### src/rtl/tx_symbol_scheduler.sv
// Symbol sequencer in front of the 8b/10b encoder: user bytes, logical idle and periodic SKP ordered sets.
// Define TX_SKP_EN to build SKP ordered-set insertion; without it the block is a plain 1-cycle data pipe.
module tx_symbol_scheduler #(
    parameter int SKP_INTERVAL = 1180,
    parameter int SKP_COUNT    = 3
) (
    input  logic       clk,
    input  logic       reset,
    input  logic       enable,
    input  logic [7:0] data_in,
    input  logic       k_in,
    input  logic       data_valid,
    output logic       data_ready,
    output logic [7:0] enc_data,
    output logic       enc_k,
    output logic       sym_valid,
    output logic       skp_active
);

    if (SKP_INTERVAL < 2 || SKP_INTERVAL > 4095 || SKP_COUNT < 1 || SKP_COUNT > 7) begin : g_bad_param
        $error("tx_symbol_scheduler: SKP_INTERVAL or SKP_COUNT out of range");
    end

    logic [7:0] enc_data_next;
    logic       enc_k_next;
    logic       sym_valid_next;
    logic       skp_active_next;
    logic       accept;

    assign accept = data_valid && data_ready;

`ifdef TX_SKP_EN
    typedef enum logic [1:0] {ST_IDLE, ST_COM, ST_SKP, ST_DATA} state_t;

    localparam int IW = $clog2(SKP_INTERVAL);
    localparam logic [IW-1:0] INT_LAST = IW'(SKP_INTERVAL - 1);
    localparam logic [2:0]    SKP_LAST = 3'(SKP_COUNT - 1);

    state_t        state_reg, state_next;
    logic [IW-1:0] int_cnt_reg, int_cnt_next;
    logic [2:0]    skp_cnt_reg, skp_cnt_next;

    always_comb begin
        state_next   = state_reg;
        int_cnt_next = int_cnt_reg;
        skp_cnt_next = skp_cnt_reg;
        data_ready   = 1'b0;
        case (state_reg)
            ST_IDLE: state_next = ST_COM;
            ST_COM: begin
                state_next   = ST_SKP;
                int_cnt_next = '0;
                skp_cnt_next = '0;
            end
            ST_SKP: begin
                skp_cnt_next = skp_cnt_reg + 3'd1;
                if (skp_cnt_reg == SKP_LAST) begin
                    state_next = ST_DATA;
                    data_ready = 1'b1;
                end
            end
            ST_DATA: begin
                if (int_cnt_reg == INT_LAST) begin
                    state_next = ST_COM;
                end else begin
                    int_cnt_next = int_cnt_reg + 1'b1;
                    data_ready   = 1'b1;
                end
            end
            default: state_next = ST_IDLE;
        endcase
        // Dropping enable aborts any ordered set in flight and refuses the byte on offer.
        if (!enable || reset) begin
            state_next   = ST_IDLE;
            int_cnt_next = '0;
            skp_cnt_next = '0;
            data_ready   = 1'b0;
        end
    end

    always_comb begin
        enc_data_next   = 8'h00;
        enc_k_next      = 1'b0;
        sym_valid_next  = 1'b0;
        skp_active_next = 1'b0;
        case (state_next)
            ST_COM: begin
                enc_data_next   = 8'hBC;
                enc_k_next      = 1'b1;
                sym_valid_next  = 1'b1;
                skp_active_next = 1'b1;
            end
            ST_SKP: begin
                enc_data_next   = 8'h1C;
                enc_k_next      = 1'b1;
                sym_valid_next  = 1'b1;
                skp_active_next = 1'b1;
            end
            ST_DATA: begin
                enc_data_next  = accept ? data_in : 8'h00;
                enc_k_next     = accept ? k_in : 1'b0;
                sym_valid_next = 1'b1;
            end
            default: ;
        endcase
    end

    always_ff @(posedge clk) begin
        if (reset) begin
            state_reg   <= ST_IDLE;
            int_cnt_reg <= '0;
            skp_cnt_reg <= '0;
        end else begin
            state_reg   <= state_next;
            int_cnt_reg <= int_cnt_next;
            skp_cnt_reg <= skp_cnt_next;
        end
    end
`else
    typedef enum logic {ST_IDLE, ST_DATA} state_t;

    state_t state_reg, state_next;

    always_comb begin
        state_next      = (enable && !reset) ? ST_DATA : ST_IDLE;
        data_ready      = enable && !reset;
        enc_data_next   = 8'h00;
        enc_k_next      = 1'b0;
        sym_valid_next  = 1'b0;
        skp_active_next = 1'b0;
        if (state_next == ST_DATA) begin
            enc_data_next  = accept ? data_in : 8'h00;
            enc_k_next     = accept ? k_in : 1'b0;
            sym_valid_next = 1'b1;
        end
    end

    always_ff @(posedge clk) begin
        if (reset) begin
            state_reg <= ST_IDLE;
        end else begin
            state_reg <= state_next;
        end
    end
`endif

    always_ff @(posedge clk) begin
        if (reset) begin
            enc_data   <= 8'h00;
            enc_k      <= 1'b0;
            sym_valid  <= 1'b0;
            skp_active <= 1'b0;
        end else begin
            enc_data   <= enc_data_next;
            enc_k      <= enc_k_next;
            sym_valid  <= sym_valid_next;
            skp_active <= skp_active_next;
        end
    end

endmodule

### config.mk
export PLATFORM = sky130hd
export DESIGN_NAME = tx_symbol_scheduler
export DESIGN_NICKNAME = d
export VERILOG_FILES = /design/src/rtl/tx_symbol_scheduler.sv
export SDC_FILE = /design/constraint.sdc
export NUM_CORES = 1
export LEC_CHECK = 0
export CELL_PAD_IN_SITES_DETAIL_PLACEMENT = 1
export CELL_PAD_IN_SITES_GLOBAL_PLACEMENT = 1
export CORE_MARGIN = 2
export CORE_UTILIZATION = 20
export CTS_CLUSTER_DIAMETER = 30
export DETAILED_ROUTE_END_ITERATION = 7
export PLACE_DENSITY_LB_ADDON = 0.1
export RECOVER_POWER = 25
export REMOVE_ABC_BUFFERS = 1
export SLEW_MARGIN = 25
export SYNTH_ARGS = -nofsm -noshare
export SYNTH_HDL_FRONTEND = slang
export SYNTH_SLANG_ARGS = --single-unit
### constraint.sdc
create_clock -name clk -period 0.8 [get_ports clk]
set_input_delay 0.16 -clock clk [delete_from_list [all_inputs] [get_ports clk]]
set_output_delay 0.16 -clock clk [all_outputs]
set_load 0.01 [all_outputs]
==> summary.txt <==
Status
  • Status: finished with violations
  • Failing checks: setup timing

Timing
  • Max-slew violations: 0
  • RSZ-0062 raised after global routing: yes
  • Hold Vio Cnt, Final: 0
  • Fmax achieved: ~1.2 GHz
  • Tcrit/Tclk final: 106.7%
  • Worst hold margin: 0.3545 ns
  • Final setup viols: 10
  • Worst setup margin: -0.05390 ns
  • Final min period: approximately 0.85 ns

Placed design
  • RD Place Congestion: 0.5875
  • Pre-CTS WS: -0.6727 ns
  • Port bufs: 23
  • Placement-stage cell area: ~580 um2

Critical path
  • Family with the most delay on the worst path: flip-flops
  • CP Capture Type: primary output
  • Buffers & Inverters on Critical Path: 1
  • Critical path's slowest cell: dfxtp_1
  • Critical path, cell by cell: buf_2
  • Startpoint Class: flip-flop
  • Worst Path Arrival: 0.69 ns
  • Largest stage delay, worst path: 0.31 ns
  • Critical path peak fanout: 1
  • Req. time, crit path: 0.64 ns
  • Critical path depth in cells: 1
  • Setup CP Type: reg2out

Logic synthesis
  • Ranking of synthesized cells by instance count: dfxtp_1 (10), and4b_1 (8), and2b_2 (2)
  • Compound-Gate Fraction of Synth Area: 0%
  • Synth Register Bits: 10
  • Top cells by area, synth: dfxtp_1 (59%), and4b_1 (24%), and2b_2 (5.2%)
  • Main synth FF type: dfxtp_1
  • Synthesized area: between 300 and 400 um2
  • Async SR Flop Fraction: 0%
  • Synth Area in XOR/XNOR: 0%
  • Cell taking the most area after synthesis: dfxtp_1
  • Post-synthesis adder-cell area fraction: 0%
  • Post-Synth Simple-Gate Area: between 30% and 40%
  • Syn avg cell area: 13.46 um2
  • Count leader, synth: dfxtp_1
  • Synth warnings: 0
  • Mapped Cells: 25
  • Mux cell area share after synthesis: 0%
  • Synth cell types: 8
  • Post-synth EDFFs: 0
  • Sequential fraction of the synthesis area: about three fifths
  • Area fraction of the dominant cell type after synthesis: about 60%
  • Main combinational cell family by area after synthesis: simple AND/OR/NAND/NOR gates

Die
  • Initial Util: 21.83%
  • Core Rows: 14
  • Die area: 0.002027 mm2
  • Chip height: 45.02 um
  • Core area: 0.001541 mm2
  • DIE WIDTH: 45.02 um
  • Boundary Pins: 25

Detailed routing
  • WL per Instance: 13.31 um
  • Drt pass-1 iters: 4
  • Via/cell ratio: 4.313
  • DR DRC count: 0
  • Final ANT Viol Nets: 0
  • Final wirelength: around 890 um
  • DR vias: 289
  • First DRT Iteration DRCs: 1

Cells and area
  • Net count, final: 65
  • Share of cells above drive strength 1: 45.10%
  • Fillers: between 150 and 200
  • # diodes: 0
  • Final instance area: 569.3 um2
  • Area grow syn2layout: 69.14%

Hold path
  • Hold Path Class: in2reg
  • Hold path depth: 3

CTS
  • H-Tree Depth: 1
  • CTS tree: done
  • CTS buffer count: 3
  • Worst-path clk slew: 0.07 ns
  • Clock sink count: 10
  • Clk buf depth: 2
  • Cts hold-fix bufs: 0
  • Clk root buf: clkbuf_4

Job
  • # Max-Cap Violations: 0

Global route
  • Largest net degree at the start of global routing: 11
  • Number of global-route vias before repair: 303
  • Total gr overflow: 0
  • First-pass GRT wire length: 1.338 mm
  • Gr usage total: 10.50%
  • Initial antenna violation count: 0

Power and ir drop
  • Sw frac: 19.69%
  • Combinational power share: 11.8%
  • Internal Power: 0.0008709 W
  • PwrDens: roughly 1900 mW/mm2
  • Worst VDD drop: 0.6942 mV
  • Tot Pwr: 0.001084 W
  • Seq pwr share: 47.6%
  • Clk network pwr share: 40.6%
  • Leak: 0.2930 nW
  • Psw: roughly 0.00021 W
## cells by family (layout without fill, tap and decap cells)
kind of cell           after synthesis  after routing
flip-flops                          10             10
buffers and inverters                3             29
other                                1              1
AND/OR/NAND/NOR                     11             11
## metal layers
metal / part of all wire (%) / track usage (%)
met5: 0 / 0
met4: 2.1 / 10.59
met3: 9.3 / 5.200
met2: 53 / 18.57
met1: 35 / 7.673
## cell type report
type / instances / area (um2) / area share, %
sequential: 10 / 202.7 / 35.60
timing repair buffer: 25 / 197.7 / 34.73
multi-input combinational: 12 / 112.6 / 19.78
clock buffer: 4 / 36.28 / 6.374
tap: 16 / 20.02 / 3.516
## power groups by stage
| stage | clock, W | sequential, W | combinational (W) |
|---|---|---|---|
| floorplan | 0 | 0.000535 | 0.0000222 |
| global placement | 0 | 0.000527 | 0.000142 |
| detailed placement | 0 | 0.000528 | 0.000147 |
| CTS | 0.000461 | 0.000516 | 0.000131 |
| global route | 0.000491 | 0.000517 | 0.000138 |
| finish | 0.000440 | 0.000517 | 0.000128 |
## final timing paths
path / from / to / slack [ns]
setup / recovery: enc_data[1] / enc_data[1] / -0.05
hold / removal: reset / enc_data[3] / 0.35
## stage by stage
stage | utilization (%) | TNS, ns | cells
2_1_floorplan | - | 0 | 22
3_3_place_gp | 37.50 | -5.296 | 63
3_5_place_dp | 37.50 | -5.563 | 63
6_report | 36.93 | -0.4311 | 67
4_1_cts | 36.53 | -0.6081 | 67
5_1_grt | 36.93 | -0.8495 | 67
## cells in the final DEF, fill, tap and decap left out
| cell type | count |
|---|---|
| buf_2 | 10 |
| clkdlybuf4s50_1 | 9 |
| and4b_1 | 8 |
| dfxtp_1 | 8 |
| clkbuf_4 | 3 |
| buf_6 | 3 |
| and2b_2 | 2 |
| dfxtp_2 | 2 |
| and4b_2 | 1 |
| conb_1 | 1 |
| clkbuf_8 | 1 |
| dlymetal6s2s_1 | 1 |
| buf_4 | 1 |
| clkbuf_1 | 1 |
## timing repair
| action | CTS | global route |
|---|---|---|
| endpoints found under the hold margin | 0 | 0 |
| setup buffers | 0 | 0 |
| setup endpoints to repair | 21 | 19 |
| gates resized for setup | 55 | 3 |
## state kept, by name, summed over array words and instances, names as in the netlist
register,flops
enc_data,8
enc_k,1
sym_valid,1
Note: power is estimated with default switching activity, not from simulation.
